<file path="src/rtl/seg7_scroll_mux.sv">
`default_nettype none
// ============================================================================
//  Module   : seg7_scroll_mux
//  Purpose  : Time-multiplexed common-bus 7-segment display driver with an
//             internal writable message buffer, a NUM_DIGITS-wide window onto
//             it that can scroll at a programmable rate, and a glyph ROM
//             (hex digits plus a few letters/symbols).
//  Ports    :
//     clk              system clock
//     rst              asynchronous active-high reset
//     i_scroll_en      window advances while high
//     i_scroll_restart pulse: window offset back to 0 (beats scroll_en)
//     i_wr_en          write one message entry
//     i_wr_addr        message entry index
//     i_wr_data        glyph code (0..31)
//     o_segments       {g,f,e,d,c,b,a}, active high, registered
//     o_digit_en       one-hot digit enable, active high, registered
//     o_digit_idx      digit currently being scanned
//     o_wrap_pulse     one-clock pulse when the offset wraps to 0
//  Revision : 1.0  initial release
// ============================================================================
module seg7_scroll_mux #(
   parameter int NUM_DIGITS = 4,
   parameter int MSG_LEN    = 8,
   parameter int MUX_DIV    = 2,
   parameter int SCROLL_DIV = 16
) (
   input  logic                          clk,
   input  logic                          rst,
   input  logic                          i_scroll_en,
   input  logic                          i_scroll_restart,
   input  logic                          i_wr_en,
   input  logic [$clog2(MSG_LEN)-1:0]    i_wr_addr,
   input  logic [4:0]                    i_wr_data,
   output logic [6:0]                    o_segments,
   output logic [NUM_DIGITS-1:0]         o_digit_en,
   output logic [$clog2(NUM_DIGITS)-1:0] o_digit_idx,
   output logic                          o_wrap_pulse
);

   localparam int c_AW = $clog2(MSG_LEN);
   localparam int c_DW = $clog2(NUM_DIGITS);
   localparam int c_MW = $clog2(MUX_DIV);
   localparam int c_SW = (SCROLL_DIV > 1) ? $clog2(SCROLL_DIV) : 1;

   localparam logic [c_MW-1:0] c_MUX_LAST = c_MW'(MUX_DIV - 1);
   localparam logic [c_DW-1:0] c_DIG_LAST = c_DW'(NUM_DIGITS - 1);
   localparam logic [c_SW-1:0] c_SCR_LAST = c_SW'(SCROLL_DIV - 1);
   localparam logic [c_AW-1:0] c_OFF_LAST = c_AW'(MSG_LEN - 1);
   localparam logic [4:0]      c_BLANK    = 5'd16;

   logic [c_MW-1:0]       r_mux_cnt;
   logic [c_DW-1:0]       r_digit_idx;
   logic [c_SW-1:0]       r_scroll_cnt;
   logic [c_AW-1:0]       r_offset;
   logic                  r_wrap_pulse;
   logic [4:0]            r_msg [MSG_LEN];
   logic [6:0]            r_segments;
   logic [NUM_DIGITS-1:0] r_digit_en;

   logic                  w_mux_tick;
   logic                  w_scroll_tick;
   logic                  w_slot_first;
   logic [c_AW-1:0]       w_rd_addr;
   logic [4:0]            w_glyph_code;
   logic [6:0]            w_glyph_seg;
   logic [NUM_DIGITS-1:0] w_onehot;

   assign w_mux_tick    = (r_mux_cnt == c_MUX_LAST);
   assign w_scroll_tick = i_scroll_en && (r_scroll_cnt == c_SCR_LAST);
   // mux_cnt==0 marks the first cycle of a slot: the digit index has just
   // changed, so the enable is held off for one clock to avoid ghosting.
   assign w_slot_first  = (r_mux_cnt == '0);

   // ------------------------------------------------------------------
   // Digit scan: slot counter and digit index
   // ------------------------------------------------------------------
   always_ff @(posedge clk or posedge rst) begin
      if (rst) begin
         r_mux_cnt   <= '0;
         r_digit_idx <= '0;
      end else begin
         if (w_mux_tick) begin
            r_mux_cnt <= '0;
            if (r_digit_idx == c_DIG_LAST) begin
               r_digit_idx <= '0;
            end else begin
               r_digit_idx <= r_digit_idx + 1'b1;
            end
         end else begin
            r_mux_cnt <= r_mux_cnt + 1'b1;
         end
      end
   end

   // ------------------------------------------------------------------
   // Scroll: step counter, window offset and wrap pulse.
   // Offset wraps naturally because MSG_LEN is a power of two.
   // ------------------------------------------------------------------
   always_ff @(posedge clk or posedge rst) begin
      if (rst) begin
         r_scroll_cnt <= '0;
         r_offset     <= '0;
         r_wrap_pulse <= 1'b0;
      end else begin
         r_wrap_pulse <= 1'b0;
         if (i_scroll_restart) begin
            r_scroll_cnt <= '0;
            r_offset     <= '0;
         end else if (w_scroll_tick) begin
            r_scroll_cnt <= '0;
            r_offset     <= r_offset + 1'b1;
            r_wrap_pulse <= (r_offset == c_OFF_LAST);
         end else if (i_scroll_en) begin
            r_scroll_cnt <= r_scroll_cnt + 1'b1;
         end
      end
   end

   // ------------------------------------------------------------------
   // Message buffer
   // ------------------------------------------------------------------
   always_ff @(posedge clk or posedge rst) begin
      if (rst) begin
         for (int i = 0; i < MSG_LEN; i++) begin
            r_msg[i] <= c_BLANK;
         end
      end else if (i_wr_en) begin
         r_msg[i_wr_addr] <= i_wr_data;
      end
   end

   // ------------------------------------------------------------------
   // Window read and glyph ROM
   // ------------------------------------------------------------------
   assign w_rd_addr    = r_offset + c_AW'(r_digit_idx);
   assign w_glyph_code = r_msg[w_rd_addr];
   assign w_onehot     = {{(NUM_DIGITS-1){1'b0}}, 1'b1} << r_digit_idx;

   always_comb begin
      w_glyph_seg = 7'b0000000;
      case (w_glyph_code)
         5'd0:    w_glyph_seg = 7'b0111111;
         5'd1:    w_glyph_seg = 7'b0000110;
         5'd2:    w_glyph_seg = 7'b1011011;
         5'd3:    w_glyph_seg = 7'b1001111;
         5'd4:    w_glyph_seg = 7'b1100110;
         5'd5:    w_glyph_seg = 7'b1101101;
         5'd6:    w_glyph_seg = 7'b1111101;
         5'd7:    w_glyph_seg = 7'b0000111;
         5'd8:    w_glyph_seg = 7'b1111111;
         5'd9:    w_glyph_seg = 7'b1101111;
         5'd10:   w_glyph_seg = 7'b1110111;   // A
         5'd11:   w_glyph_seg = 7'b1111100;   // b
         5'd12:   w_glyph_seg = 7'b0111001;   // C
         5'd13:   w_glyph_seg = 7'b1011110;   // d
         5'd14:   w_glyph_seg = 7'b1111001;   // E
         5'd15:   w_glyph_seg = 7'b1110001;   // F
         5'd17:   w_glyph_seg = 7'b1110000;   // R
         5'd18:   w_glyph_seg = 7'b0111101;   // G
         5'd19:   w_glyph_seg = 7'b0111000;   // L
         5'd20:   w_glyph_seg = 7'b0110000;   // I
         5'd21:   w_glyph_seg = 7'b1000000;   // dash
         default: w_glyph_seg = 7'b0000000;   // 16 and 22..31: blank
      endcase
   end

   // ------------------------------------------------------------------
   // Output register
   // ------------------------------------------------------------------
   always_ff @(posedge clk or posedge rst) begin
      if (rst) begin
         r_segments <= '0;
         r_digit_en <= '0;
      end else begin
         r_segments <= w_glyph_seg;
         r_digit_en <= w_slot_first ? '0 : w_onehot;
      end
   end

   assign o_segments   = r_segments;
   assign o_digit_en   = r_digit_en;
   assign o_digit_idx  = r_digit_idx;
   assign o_wrap_pulse = r_wrap_pulse;

endmodule
`default_nettype wire

</file>
<file path="config.mk">
export PLATFORM = sky130hd
export DESIGN_NAME = seg7_scroll_mux
export DESIGN_NICKNAME = d
export VERILOG_FILES = /design/src/rtl/seg7_scroll_mux.sv
export SDC_FILE = /design/constraint.sdc
export NUM_CORES = 1
export LEC_CHECK = 0
export CAP_MARGIN = 25
export CORE_UTILIZATION = 45
export CTS_BUF_LIST = sky130_fd_sc_hd__clkbuf_8
export CTS_CLUSTER_SIZE = 20
export DETAILED_ROUTE_END_ITERATION = 10
export HOLD_SLACK_MARGIN = 0.02
export SLEW_MARGIN = 40
export SYNTH_ARGS = -nofsm -noshare
export SYNTH_HDL_FRONTEND = slang
export SYNTH_SLANG_ARGS = --single-unit
</file>
<file path="constraint.sdc">
create_clock -name clk -period 8.95 [get_ports clk]
set_clock_uncertainty 0.2 [all_clocks]
set_input_delay 1.79 -clock clk [delete_from_list [all_inputs] [get_ports clk]]
set_output_delay 1.79 -clock clk [all_outputs]
set_load 0.005 [all_outputs]
</file>
==> load_flow_metrics.sql, run 1 <==
INSERT INTO impl_metrics (metric_group, metric, value, unit) VALUES
('power', 'cellLeakagePower', '1.60', 'nW'),
('placement', 'hpwlAfterDp', '4160', 'um'),
('cts', 'clock_tree.root_cell', 'sky130_fd_sc_hd__clkbuf_8', ''),
('logic_synthesis', 'cell_with_the_most_instances_after_synthesis', 'sky130_fd_sc_hd__dfrtp_1', ''),
('worst_setup_path', 'timing.rr.start', 'o_digit_idx[0]', ''),
('final_layout', 'number_of_filler_cells_placed_in_the_layout', '611', ''),
('logic_synthesis', 'synthesis.yosys.warnings', '0', ''),
('logic_synthesis', 'synth_enable_flop_cells', '0', ''),
('placement', 'place.detailed.instances', '360', ''),
('logic_synthesis', 'synth-seq-area-share', '47.5', '%'),
('outcome', 'status', 'finished clean', ''),
('logic_synthesis', 'postSynthAreaPerCell', '13.5', 'um2'),
('logic_synthesis', 'synthTopCellsByArea', 'sky130_fd_sc_hd__dfrtp_1 41%, sky130_fd_sc_hd__mux2_2 16%, sky130_fd_sc_hd__mux2i_1 6.7%, sky130_fd_sc_hd__dfstp_2 6.4%, sky130_fd_sc_hd__mux4_2 5.5%', ''),
('logic_synthesis', 'synthDistinctLibCells', '39', ''),
('sta', 'drv_slew', '0', ''),
('detailed_routing', 'drc_errors', '0', ''),
('sta', 'setup_viol', '0', ''),
('sta', 'worst_slew_margin_rel', '47.1', '%'),
('worst_setup_path', 'worst_r2r_path_depth', '8', ''),
('detailed_routing', 'drt-total-wl', '6240', 'um'),
('cts', 'cts.repair.resized', '0', ''),
('logic_synthesis', 'synth_common_cells', '54 x sky130_fd_sc_hd__dfrtp_1, 48 x sky130_fd_sc_hd__mux2_2, 22 x sky130_fd_sc_hd__mux2i_1, 14 x sky130_fd_sc_hd__ha_1, 11 x sky130_fd_sc_hd__nor2_1', ''),
('detailed_routing', 'first_pass_iters', '6', ''),
('placement', 'io_buffers', '26', ''),
('sta', 'worstMarginPinSlew', '0.788', 'ns'),
('detailed_routing', 'via_count', '1998', ''),
('global_route', 'grt-ovfl-total', '0', ''),
('worst_setup_path', 'critical_path_arrival', '3.55', 'ns'),
('die', 'dieHeight', '87.4', 'um'),
('logic_synthesis', 'synth_top_area_share', '41.1', '%'),
('worst_hold_path', 'hold_depth', '1', ''),
('detailed_routing', 'drt_first_iter_violations', '78', ''),
('worst_setup_path', 'end_kind', 'flip-flop', ''),
('global_route', 'gr-usage-all-layers', '19.0', '%'),
('worst_setup_path', 'worst_ep_required_time', '8.98', 'ns'),
('cts', 'numCtsBuffers', '9', ''),
('sta', 'final_hold_viol_count', '0', ''),
('sta', 'rsz0062_at_grt', 'no', ''),
('detailed_routing', 'postRouteAntennaNets', '0', ''),
('power', 'share_clk_of_total_power', '30.6', '%'),
('power', 'p_sw', '0.222', 'mW'),
('cts', 'clock_insertion_delay_worst_skew', '0.34', 'ns'),
('final_layout', 'sequential_cell_area', '0.00156', 'mm2'),
('final_layout', 'multi_input_comb_area', '0.00164', 'mm2'),
('cts', 'clock-sinks', '62', ''),
('final_layout', 'layout.nets', '303', ''),
('power', 'internal_power', '0.585', 'mW'),
('power', 'power.ir.vdd_worst', '0.124', 'mV'),
('worst_hold_path', 'worst_hold_path_type', 'flip-flop to flip-flop', ''),
('power', 'p_comb_share', '23.9', '%'),
('sta', 'fin_crit_sh', '39.4', '%'),
('cts', 'cts-root-to-sink-buffers', '2', ''),
('logic_synthesis', 'synth_flop_cell', 'sky130_fd_sc_hd__dfrtp_1', ''),
('logic_synthesis', 'synthesis.instances', '244', ''),
('final_layout', 'area_overhead_vs_synth', '16.5', '%'),
('die', 'floorplan.initialDensity', '47.6', '%'),
('worst_setup_path', 'cp-start-kind', 'primary input', ''),
('die', 'num_rows', '30', ''),
('global_route', 'pin_count_of_the_biggest_net_entering_global_routing', '63', ''),
('power', 'power.density', '211', 'mW/mm2'),
('cts', 'postCtsSetupBuffers', '0', ''),
('logic_synthesis', 'postSynthNetCount', '272', ''),
('die', 'i_o_pins', '27', ''),
('die', 'fp.coreArea', '0.00691', 'mm2'),
('logic_synthesis', 'yosys.area.top_type', 'sky130_fd_sc_hd__dfrtp_1', ''),
('final_layout', 'post_layout_nonfiller_instances', '376', ''),
('worst_setup_path', 'criticalPathCategory', 'primary input to flip-flop', ''),
('worst_hold_path', 'min-delay-start', 'r_msg[1]', ''),
('worst_setup_path', 'setup.reg_to_reg.worst_slack', '5.54', 'ns'),
('final_layout', 'final_layout_size_suffix_gt1_share', '32.5', '%'),
('placement', 'place_area', '0.00362', 'mm2');
[final cells by class]
class                      instances  share of cell area (%)
sequential                        62                    40.8
clock buffer                      10                    3.60
timing repair buffer              28                    7.29
clock inverter                     6                    1.64
inverter                           8                   0.785
multi-input combinational        166                    42.7
tap                               96                    3.14
[cells in the final DEF, fill, tap and decap left out, types with 2 or more instances in the layout]
master | netlist | layout
sky130_fd_sc_hd__nor2_1 | 11 | 11
sky130_fd_sc_hd__mux4_2 | 8 | 8
sky130_fd_sc_hd__dfrtp_1 | 54 | 54
sky130_fd_sc_hd__nand2b_1 | 2 | 2
sky130_fd_sc_hd__ha_1 | 14 | 14
sky130_fd_sc_hd__dfstp_2 | 8 | 8
sky130_fd_sc_hd__o21ai_0 | 5 | 5
sky130_fd_sc_hd__a211oi_1 | 2 | 2
sky130_fd_sc_hd__nand4b_1 | 3 | 3
sky130_fd_sc_hd__a221oi_1 | 2 | 2
sky130_fd_sc_hd__clkdlybuf4s50_1 | 0 | 26
sky130_fd_sc_hd__xor2_1 | 3 | 3
sky130_fd_sc_hd__nand4_1 | 2 | 2
sky130_fd_sc_hd__mux2i_1 | 22 | 22
sky130_fd_sc_hd__a21oi_1 | 5 | 5
sky130_fd_sc_hd__clkinvlp_4 | 0 | 2
sky130_fd_sc_hd__inv_1 | 7 | 7
sky130_fd_sc_hd__clkbuf_8 | 0 | 10
sky130_fd_sc_hd__a21o_1 | 2 | 2
sky130_fd_sc_hd__mux2_2 | 48 | 48
sky130_fd_sc_hd__inv_2 | 1 | 2
sky130_fd_sc_hd__nor3_1 | 4 | 3
sky130_fd_sc_hd__mux2_4 | 3 | 3
sky130_fd_sc_hd__and2_1 | 4 | 4
sky130_fd_sc_hd__or3_1 | 2 | 2
sky130_fd_sc_hd__nand2_1 | 10 | 10
sky130_fd_sc_hd__nor3b_2 | 0 | 2
[metrics by stage]
step | utilization [%] | power (mW) | setup WS [ns] | hold slack, ns
after global routing | 55.4 | 0.854 | 5.33 | 0.323
after detailed placement | 52.4 | 0.566 | 5.10 | 0.291
after global placement | 52.2 | 0.562 | 4.89 | 0.286
final | 55.4 | 0.807 | 5.43 | 0.304
after floorplan | - | 0.502 | 5.43 | 0.274
after CTS | 55.3 | 0.816 | 5.47 | 0.307
[flip-flops by register name, summed over array words and instances (netlist names)]
| name | flops |
|---|---|
| r_offset | 3 |
| r_scroll_cnt | 4 |
| r_mux_cnt | 1 |
| o_digit_idx | 2 |
| o_wrap_pulse | 1 |
| r_msg | 40 |
| o_digit_en | 4 |
| o_segments | 7 |
[critical path: stages]
cell	delay (ns)
sky130_fd_sc_hd__clkdlybuf4s50_1	0.48
sky130_fd_sc_hd__nand2b_1	0.24
sky130_fd_sc_hd__nor3_1	0.63
sky130_fd_sc_hd__mux2_2	0.41
[power groups by stage]
stage | Clock (mW) | Combinational, mW | Sequential (mW)
after CTS | 0.254 | 0.195 | 0.367
after global routing | 0.265 | 0.215 | 0.374
after floorplan | 0 | 0.135 | 0.366
after detailed placement | 0 | 0.194 | 0.372
final | 0.247 | 0.193 | 0.367
after global placement | 0 | 0.191 | 0.371
[metal layers]
layer,up-vias,share of wire (%),track usage [%]
met5,-,0,0
met4,0,1.6,8.94
met3,6,2.4,4.55
met2,29,44,28.1
met1,1006,52,26.5
li1,957,-,-
[worst max path at each step]
stage            startpoint       endpoint  slack [ns]  cells after the start
2_1_floorplan           rst  o_digit_en[0]        5.43                      1
4_1_cts        i_wr_addr[0]      r_msg[38]        5.47                      4
5_1_grt        i_wr_addr[0]      r_msg[38]        5.33                      4
6_report       i_wr_addr[0]      r_msg[38]        5.43                      4
3_3_place_gp   i_wr_addr[0]      r_msg[18]        4.89                      4
3_5_place_dp   i_wr_addr[0]      r_msg[35]        5.10                      4
[logic make-up after synthesis]
family                   share of synthesized area [%]
buffers and inverters                             3.12
flip-flops                                        47.5
AO/OA/AOI/OAI                                     4.57
adder cells (fa/ha/maj)                           5.94
multiplexers                                      30.0
XOR/XNOR                                          1.91
AND/OR/NAND/NOR                                   6.90
Note: power is estimated with default switching activity, not from simulation.
==> run 2: changes to the inputs <==
Settings changed: PLACE_DENSITY set to 0.67.
Clock period 8.95 ns to 3.22 ns, I/O delays scaled along.
==> load_flow_metrics.sql, run 2 (same netlist as run 1, synthesis figures left out) <==
INSERT INTO impl_metrics (metric_group, metric, value, unit) VALUES
('outcome', 'status', 'finished clean', ''),
('placement', 'place_area', '0.00370', 'mm2'),
('worst_setup_path', 'worst_path_dominant_cell_family', 'adder cells', ''),
('power', 'share_clk_of_total_power', '33.6', '%'),
('flow_run', 'drv.max_cap_violation_count', '0', ''),
('detailed_routing', 'postRouteAntennaNets', '0', ''),
('worst_setup_path', 'cp-start-kind', 'flip-flop', ''),
('final_layout', 'antenna-diode-count', '0', ''),
('worst_setup_path', 'worst_ep_required_time', '3.30', 'ns'),
('die', 'dieHeight', '87.4', 'um'),
('sta', 'worstMarginPinSlew', '0.425', 'ns'),
('final_layout', 'area_overhead_vs_synth', '20.1', '%'),
('sta', 'timing.final.crit_period', '3.08', 'ns'),
('detailed_routing', 'drt_first_iter_violations', '79', ''),
('die', 'floorplan.initialDensity', '47.6', '%'),
('die', 'i_o_pins', '27', ''),
('cts', 'htree_num_levels', '3', ''),
('worst_setup_path', 'critical_path.slowest_cell', 'sky130_fd_sc_hd__mux4_2', ''),
('cts', 'cts-root-to-sink-buffers', '2', ''),
('cts', 'clock_tree.root_cell', 'sky130_fd_sc_hd__clkbuf_8', ''),
('global_route', 'grt-ovfl-total', '0', ''),
('worst_setup_path', 'criticalPathCategory', 'flip-flop to flip-flop', ''),
('placement', 'routabilityCongestion', '0.842', ''),
('sta', 'final_hold_viol_count', '0', ''),
('cts', 'clock_insertion_delay_worst_skew', '0.35', 'ns'),
('sta', 'drv_slew', '0', ''),
('worst_setup_path', 'worst_path_most_repeated_cell', 'sky130_fd_sc_hd__ha_1', ''),
('sta', 'final.setup.worst_slack', '0.140', 'ns'),
('worst_setup_path', 'end_kind', 'flip-flop', ''),
('global_route', 'gr-usage-all-layers', '18.8', '%'),
('detailed_routing', 'via_count', '2051', ''),
('power', 'internal_power', '1.75', 'mW'),
('worst_setup_path', 'critical_path_arrival', '3.16', 'ns'),
('placement', 'hpwlAfterDp', '4250', 'um'),
('global_route', 'pin_count_of_the_biggest_net_entering_global_routing', '63', ''),
('final_layout', 'layout.cells.most_common_list', '54 x sky130_fd_sc_hd__dfrtp_1, 48 x sky130_fd_sc_hd__mux2_2, 26 x sky130_fd_sc_hd__clkdlybuf4s50_1', ''),
('sta', 'setup_viol', '0', ''),
('detailed_routing', 'drc_errors', '0', ''),
('sta', 'fin_crit_sh', '95.7', '%'),
('worst_setup_path', 'crit_buf_inv', '0', ''),
('power', 'cellLeakagePower', '1.68', 'nW'),
('final_layout', 'layout.nets', '313', ''),
('placement', 'placement.setup.worst_slack', '0.0953', 'ns'),
('worst_setup_path', 'path_cells', 'ha_1, fa_1, xor2_4, mux4_2, ha_1, mux2_4, a221oi_1, a21o_1', ''),
('detailed_routing', 'drt-vias-per-instance', '5.31', ''),
('die', 'num_rows', '30', ''),
('detailed_routing', 'drt-total-wl', '6210', 'um'),
('power', 'p_sw', '0.610', 'mW'),
('power', 'seq_power_share', '43.4', '%'),
('cts', 'clkSlewWorstSetupHoldPaths', '0.07', 'ns'),
('worst_setup_path', 'worst_path_largest_cell_delay', '0.60', 'ns'),
('sta', 'rsz0062_at_grt', 'no', ''),
('final_layout', 'layout.cells.most_common', 'sky130_fd_sc_hd__dfrtp_1', ''),
('global_route', 'number_of_antenna_violations_at_the_first_check_in_global_routing', '0', ''),
('sta', 'clock.fmax', '0.325', 'GHz'),
('final_layout', 'fin_area', '0.00394', 'mm2'),
('placement', 'io_buffers', '26', ''),
('die', 'design.die.area', '0.00764', 'mm2'),
('cts', 'clock-sinks', '62', ''),
('power', 'p_comb_share', '23.0', '%'),
('global_route', 'via_count_of_the_first_global_routing_pass', '2009', ''),
('worst_hold_path', 'worst_hold_path_type', 'flip-flop to flip-flop', ''),
('die', 'die_width', '87.4', 'um'),
('power', 'power.density', '599', 'mW/mm2'),
('cts', 'tritoncts_clock_tree', 'yes', ''),
('power', 'netSwitchingFraction', '25.8', '%'),
('global_route', 'wire_length_of_the_first_global_routing_pass', '10500', 'um'),
('worst_setup_path', 'critical_path_peak_fanout', '5', ''),
('final_layout', 'largest-register', 'r_msg', ''),
('die', 'fp.coreArea', '0.00691', 'mm2'),
('sta', 'worst_slew_margin_rel', '71.5', '%'),
('final_layout', 'largest_register_ff_count', '40', ''),
('detailed_routing', 'first_pass_iters', '4', ''),
('sta', 'setup_tns', '0', 'ns'),
('final_layout', 'final_layout_size_suffix_gt1_share', '34.1', '%'),
('detailed_routing', 'routed_wire_length_per_instance', '16.1', 'um'),
('power', 'power.ir.vdd_worst', '0.263', 'mV'),
('cts', 'numCtsBuffers', '9', '');
[run 2: cell types whose count changed in the layout (fill, tap and decap cells not counted), moves of 2 or more]
cell	before	now
sky130_fd_sc_hd__clkinvlp_4	2	0
sky130_fd_sc_hd__nor3b_2	2	0
sky130_fd_sc_hd__clkbuf_8	10	12
sky130_fd_sc_hd__nor3b_1	1	3
sky130_fd_sc_hd__buf_12	0	2
sky130_fd_sc_hd__buf_4	1	10
[run 2: worst register-to-register path, delay by kind of cell (launching register included)]
family	cells	cell delay (ns)
AOI/OAI and AO/OA	2	0.39
xor gates and xnor gates	1	0.22
adders and majority gates	3	0.92
DFF	1	0.41
muxes	2	0.87
[run 2: layout make-up]
| class | instances | area [um2] |
|---|---|---|
| repair buffers | 38 | 375 |
| inverters | 8 | 30.0 |
| clock buffers | 12 | 165 |
| multi-input cells | 166 | 1620 |
| flip-flops and latches | 62 | 1560 |
| clock inverters | 4 | 68.8 |
| fillers | 579 | 2960 |
| well taps | 96 | 120 |
[run 2: stage by stage]
step | power [mW] | hold WS, ns | std cells | util [%]
floorplan | 1.39 | 0.274 | 244 | -
global placement | 1.57 | 0.288 | 369 | 53.6
detailed placement | 1.58 | 0.293 | 369 | 53.6
CTS | 2.38 | 0.308 | 385 | 57.0
global route | 2.49 | 0.321 | 386 | 57.1
finish | 2.36 | 0.310 | 386 | 57.1
[run 2: routing by layer]
metal | routed length (um) | track usage (%) | vias to the layer above
met1 | 2980 | 26.0 | 1019
li1 | - | - | 979
met4 | 116 | 8.05 | 0
met5 | 0 | 0 | -
met3 | 205 | 5.12 | 13
met2 | 2900 | 27.8 | 40
[run 2: worst paths after layout]
path / start / to / slack [ns] / cells past startpoint
max in group asynchronous: rst / r_msg[39] / 2.04 / 3
min in group asynchronous: rst / r_scroll_cnt[3] / 0.47 / 3
hold / removal: r_msg[20] / r_msg[20] / 0.31 / 1
setup reg to reg: r_offset[0] / o_segments[6] / 0.14 / 8
setup / recovery: r_offset[0] / o_segments[6] / 0.14 / 8
hold reg to reg: r_msg[20] / r_msg[20] / 0.31 / 1
[run 2: repair_timing]
| action | 4_1_cts | 5_1_grt |
|---|---|---|
| resized for setup | 0 | 1 |
| setup buffers | 0 | 1 |
| setup endpoints to repair | 0 | 2 |
| hold buffers | 0 | 0 |
[run 2: power groups by stage]
stage	clock network, mW	registers, mW	logic [mW]
2_1_floorplan	0	1.02	0.376
3_3_place_gp	0	1.04	0.532
3_5_place_dp	0	1.04	0.538
4_1_cts	0.812	1.02	0.539
5_1_grt	0.845	1.05	0.600
6_report	0.795	1.03	0.543
==> run 3: changes to the inputs <==
Settings changed: ABC_AREA set to 1.
==> load_flow_metrics.sql, run 3 <==
INSERT INTO impl_metrics (metric_group, metric, value, unit) VALUES
('final_layout', 'antenna-diode-count', '0', ''),
('global_route', 'pin_count_of_the_biggest_net_entering_global_routing', '36', ''),
('detailed_routing', 'top_layer', 'met4', ''),
('sta', 'worstMarginPinSlew', '0.646', 'ns'),
('worst_setup_path', 'cp-start-kind', 'flip-flop', ''),
('final_layout', 'layout.cells.most_common', 'sky130_fd_sc_hd__nand2_1', ''),
('final_layout', 'largest_register_ff_count', '40', ''),
('worst_setup_path', 'critical_path_arrival', '2.98', 'ns'),
('logic_synthesis', 'synth_enable_flop_cells', '0', ''),
('detailed_routing', 'routed_wire_length_per_instance', '13.4', 'um'),
('die', 'fp.coreArea', '0.00679', 'mm2'),
('detailed_routing', 'drt-met1-wl', '3120', 'um'),
('logic_synthesis', 'synthesis.instances', '381', ''),
('final_layout', 'layout.cells.most_common_list', '122 x sky130_fd_sc_hd__nand2_1, 54 x sky130_fd_sc_hd__dfrtp_1, 45 x sky130_fd_sc_hd__o21ai_0', ''),
('final_layout', 'largest-register', 'r_msg', ''),
('cts', 'clock-sinks', '62', ''),
('cts', 'cts-root-to-sink-buffers', '2', ''),
('sta', 'setup_tns', '0', 'ns'),
('die', 'floorplan.initialDensity', '46.6', '%'),
('worst_setup_path', 'criticalPathCategory', 'flip-flop to flip-flop', ''),
('detailed_routing', 'wl_met2', '3370', 'um'),
('detailed_routing', 'drt_first_iter_violations', '182', ''),
('power', 'p_comb_share', '20.3', '%'),
('logic_synthesis', 'synth_flop_cell', 'sky130_fd_sc_hd__dfrtp_1', ''),
('outcome', 'status', 'finished clean', ''),
('worst_hold_path', 'min-delay-start', 'r_msg[33]', ''),
('sta', 'fin_crit_sh', '91.7', '%'),
('detailed_routing', 'first_pass_iters', '4', ''),
('die', 'die_width', '85.9', 'um'),
('logic_synthesis', 'synth-async-reset-ratio', '100', '%'),
('detailed_routing', 'met3WireLength', '331', 'um'),
('logic_synthesis', 'synth-seq-area-share', '49.3', '%'),
('worst_setup_path', 'timing.rr.start', 'o_digit_idx[0]', ''),
('sta', 'clock.fmax', '0.339', 'GHz'),
('cts', 'cts.repair.resized', '0', ''),
('worst_hold_path', 'worst_hold_path_type', 'flip-flop to flip-flop', ''),
('logic_synthesis', 'synth_common_cells', '122 x sky130_fd_sc_hd__nand2_1, 54 x sky130_fd_sc_hd__dfrtp_1, 46 x sky130_fd_sc_hd__o21ai_0, 40 x sky130_fd_sc_hd__nand3_1, 33 x sky130_fd_sc_hd__inv_1', ''),
('die', 'num_rows', '30', ''),
('logic_synthesis', 'synthesis.yosys.warnings', '0', ''),
('final_layout', 'final_util', '55.3', '%'),
('worst_setup_path', 'end_kind', 'flip-flop', ''),
('sta', 'setup_viol', '0', ''),
('power', 'power.density', '565', 'mW/mm2'),
('placement', 'io_buffers', '26', ''),
('logic_synthesis', 'ys_seq_elements', '62', ''),
('sta', 'final_hold_viol_count', '0', ''),
('detailed_routing', 'postRouteAntennaNets', '0', ''),
('power', 'internal_power', '1.51', 'mW'),
('power', 'p_sw', '0.612', 'mW'),
('global_route', 'wire_length_of_the_first_global_routing_pass', '11800', 'um'),
('global_route', 'number_of_antenna_violations_at_the_first_check_in_global_routing', '0', ''),
('placement', 'hpwlAfterDp', '4770', 'um'),
('logic_synthesis', 'synthTopCellsByArea', 'sky130_fd_sc_hd__dfrtp_1 43%, sky130_fd_sc_hd__nand2_1 14%, sky130_fd_sc_hd__o21ai_0 7.3%, sky130_fd_sc_hd__dfstp_2 6.6%, sky130_fd_sc_hd__nand3_1 6.3%', ''),
('worst_setup_path', 'worst_ep_required_time', '3.25', 'ns'),
('logic_synthesis', 'yosys.area.top_type', 'sky130_fd_sc_hd__dfrtp_1', ''),
('die', 'dieHeight', '85.9', 'um'),
('placement', 'routabilityCongestion', '0.853', ''),
('die', 'design.die.area', '0.00737', 'mm2'),
('placement', 'place_area', '0.00353', 'mm2'),
('logic_synthesis', 'postSynthNetCount', '409', ''),
('worst_setup_path', 'r2r_end', 'o_segments[3]', ''),
('sta', 'timing.final.crit_period', '2.95', 'ns'),
('worst_hold_path', 'hold_path_end', 'r_msg[33]', ''),
('global_route', 'via_count_of_the_first_global_routing_pass', '2530', ''),
('worst_hold_path', 'hold_depth', '2', ''),
('cts', 'clock_tree.root_cell', 'sky130_fd_sc_hd__clkbuf_8', ''),
('cts', 'clkSlewWorstSetupHoldPaths', '0.07', 'ns'),
('logic_synthesis', 'synthDistinctLibCells', '33', ''),
('worst_setup_path', 'setup.reg_to_reg.worst_slack', '0.27', 'ns'),
('cts', 'tritoncts_clock_tree', 'yes', ''),
('cts', 'number_of_hold_repair_buffers_added_at_the_cts_stage', '0', ''),
('logic_synthesis', 'postSynthAreaPerCell', '8.31', 'um2'),
('final_layout', 'post_layout_nonfiller_instances', '517', ''),
('final_layout', 'final_layout_size_suffix_gt1_share', '10.7', '%'),
('cts', 'postCtsSetupBuffers', '0', ''),
('global_route', 'gr-usage-all-layers', '20.5', '%'),
('detailed_routing', 'via_count', '2585', ''),
('logic_synthesis', 'syn_area', '0.00316', 'mm2'),
('power', 'netSwitchingFraction', '28.8', '%'),
('sta', 'rsz0062_at_grt', 'no', ''),
('logic_synthesis', 'cell_with_the_most_instances_after_synthesis', 'sky130_fd_sc_hd__nand2_1', ''),
('final_layout', 'layout.nets', '444', ''),
('worst_setup_path', 'critical_path_peak_fanout', '11', ''),
('die', 'i_o_pins', '27', ''),
('placement', 'place.detailed.instances', '501', ''),
('logic_synthesis', 'synth_top_area_share', '42.7', '%'),
('worst_setup_path', 'worst_r2r_path_depth', '14', ''),
('final_layout', 'area_overhead_vs_synth', '18.8', '%'),
('detailed_routing', 'drt-vias-per-instance', '5.00', ''),
('cts', 'numCtsBuffers', '9', ''),
('power', 'cellLeakagePower', '1.82', 'nW'),
('detailed_routing', 'drc_errors', '0', ''),
('global_route', 'grt-ovfl-total', '0', ''),
('cts', 'htree_num_levels', '3', ''),
('power', 'seq_power_share', '46.1', '%'),
('final_layout', 'fin_area', '0.00376', 'mm2'),
('sta', 'worst_slew_margin_rel', '56.7', '%'),
('sta', 'drv_slew', '0', ''),
('detailed_routing', 'drt-total-wl', '6920', 'um'),
('power', 'power.ir.vdd_worst', '0.260', 'mV'),
('power', 'share_clk_of_total_power', '33.6', '%'),
('cts', 'clock_insertion_delay_worst_skew', '0.34', 'ns'),
('flow_run', 'drv.max_cap_violation_count', '0', '');
## run 3: cell families (layout without fill, tap and decap cells)
family	count (synthesis)	in the layout	synth area share, %
and+or+nand+nor	200	200	27.7
adders and majority gates	15	15	6.17
buffers and inverters	42	82	5.93
DFF	62	62	49.3
muxes	1	1	0.316
AOI/OAI and AO/OA	58	58	9.49
xor gates and xnor gates	3	3	1.07
## run 3: metal layers
| layer | GRT usage, % | up-vias |
|---|---|---|
| li1 | - | 1301 |
| met2 | 35.3 | 58 |
| met1 | 26.6 | 1216 |
| met4 | 4.70 | 0 |
| met5 | 0 | - |
| met3 | 4.52 | 10 |
## run 3: per-stage QoR
step	hold slack [ns]	power, mW	setup WS [ns]
after global placement	0.262	1.41	0.311
after detailed placement	0.269	1.43	0.230
after CTS	0.288	2.14	0.214
after global routing	0.315	2.26	0.00957
after floorplan	0.248	1.28	0.504
final	0.287	2.12	0.268
## run 3: area by class of cell
cell class                 instances  area (um2)
sequential                        62        1560
timing repair buffer              30         303
clock buffer                      11         151
multi-input combinational        277        1430
tap                               96         120
inverter                          36         139
clock inverter                     5        57.6
fill                             651        3040
## run 3: power by group through the flow
stage	Combinational, mW	Clock (mW)	Sequential (mW)
detailed placement	0.432	0	0.994
global placement	0.424	0	0.991
global route	0.501	0.761	0.995
finish	0.431	0.714	0.981
CTS	0.434	0.725	0.980
floorplan	0.293	0	0.984
## run 3: worst max-delay path by stage
stage	depth (start not counted)	to	start	slack (ns)
3_3_place_gp	12	o_segments[3]	o_digit_idx[0]	0.31
5_1_grt	14	o_segments[5]	o_digit_idx[0]	0.01
3_5_place_dp	12	o_segments[3]	o_digit_idx[0]	0.23
4_1_cts	12	o_segments[3]	o_digit_idx[0]	0.21
6_report	14	o_segments[3]	o_digit_idx[0]	0.27
2_1_floorplan	14	o_segments[3]	o_digit_idx[0]	0.50
## run 3: critical path: stages, from the launching register on
cell	delay, ns
sky130_fd_sc_hd__dfrtp_1	0.46
sky130_fd_sc_hd__ha_1	0.25
sky130_fd_sc_hd__fa_1	0.55
sky130_fd_sc_hd__buf_4	0.22
sky130_fd_sc_hd__nand3_1	0.11
sky130_fd_sc_hd__nand2_1	0.07
sky130_fd_sc_hd__nand2_1	0.04
sky130_fd_sc_hd__nand2_1	0.18
sky130_fd_sc_hd__inv_1	0.11
sky130_fd_sc_hd__ha_1	0.29
sky130_fd_sc_hd__nand3b_1	0.15
sky130_fd_sc_hd__nand3_1	0.09
sky130_fd_sc_hd__nand2_1	0.05
sky130_fd_sc_hd__nand2_1	0.05
sky130_fd_sc_hd__nand2_1	0.04
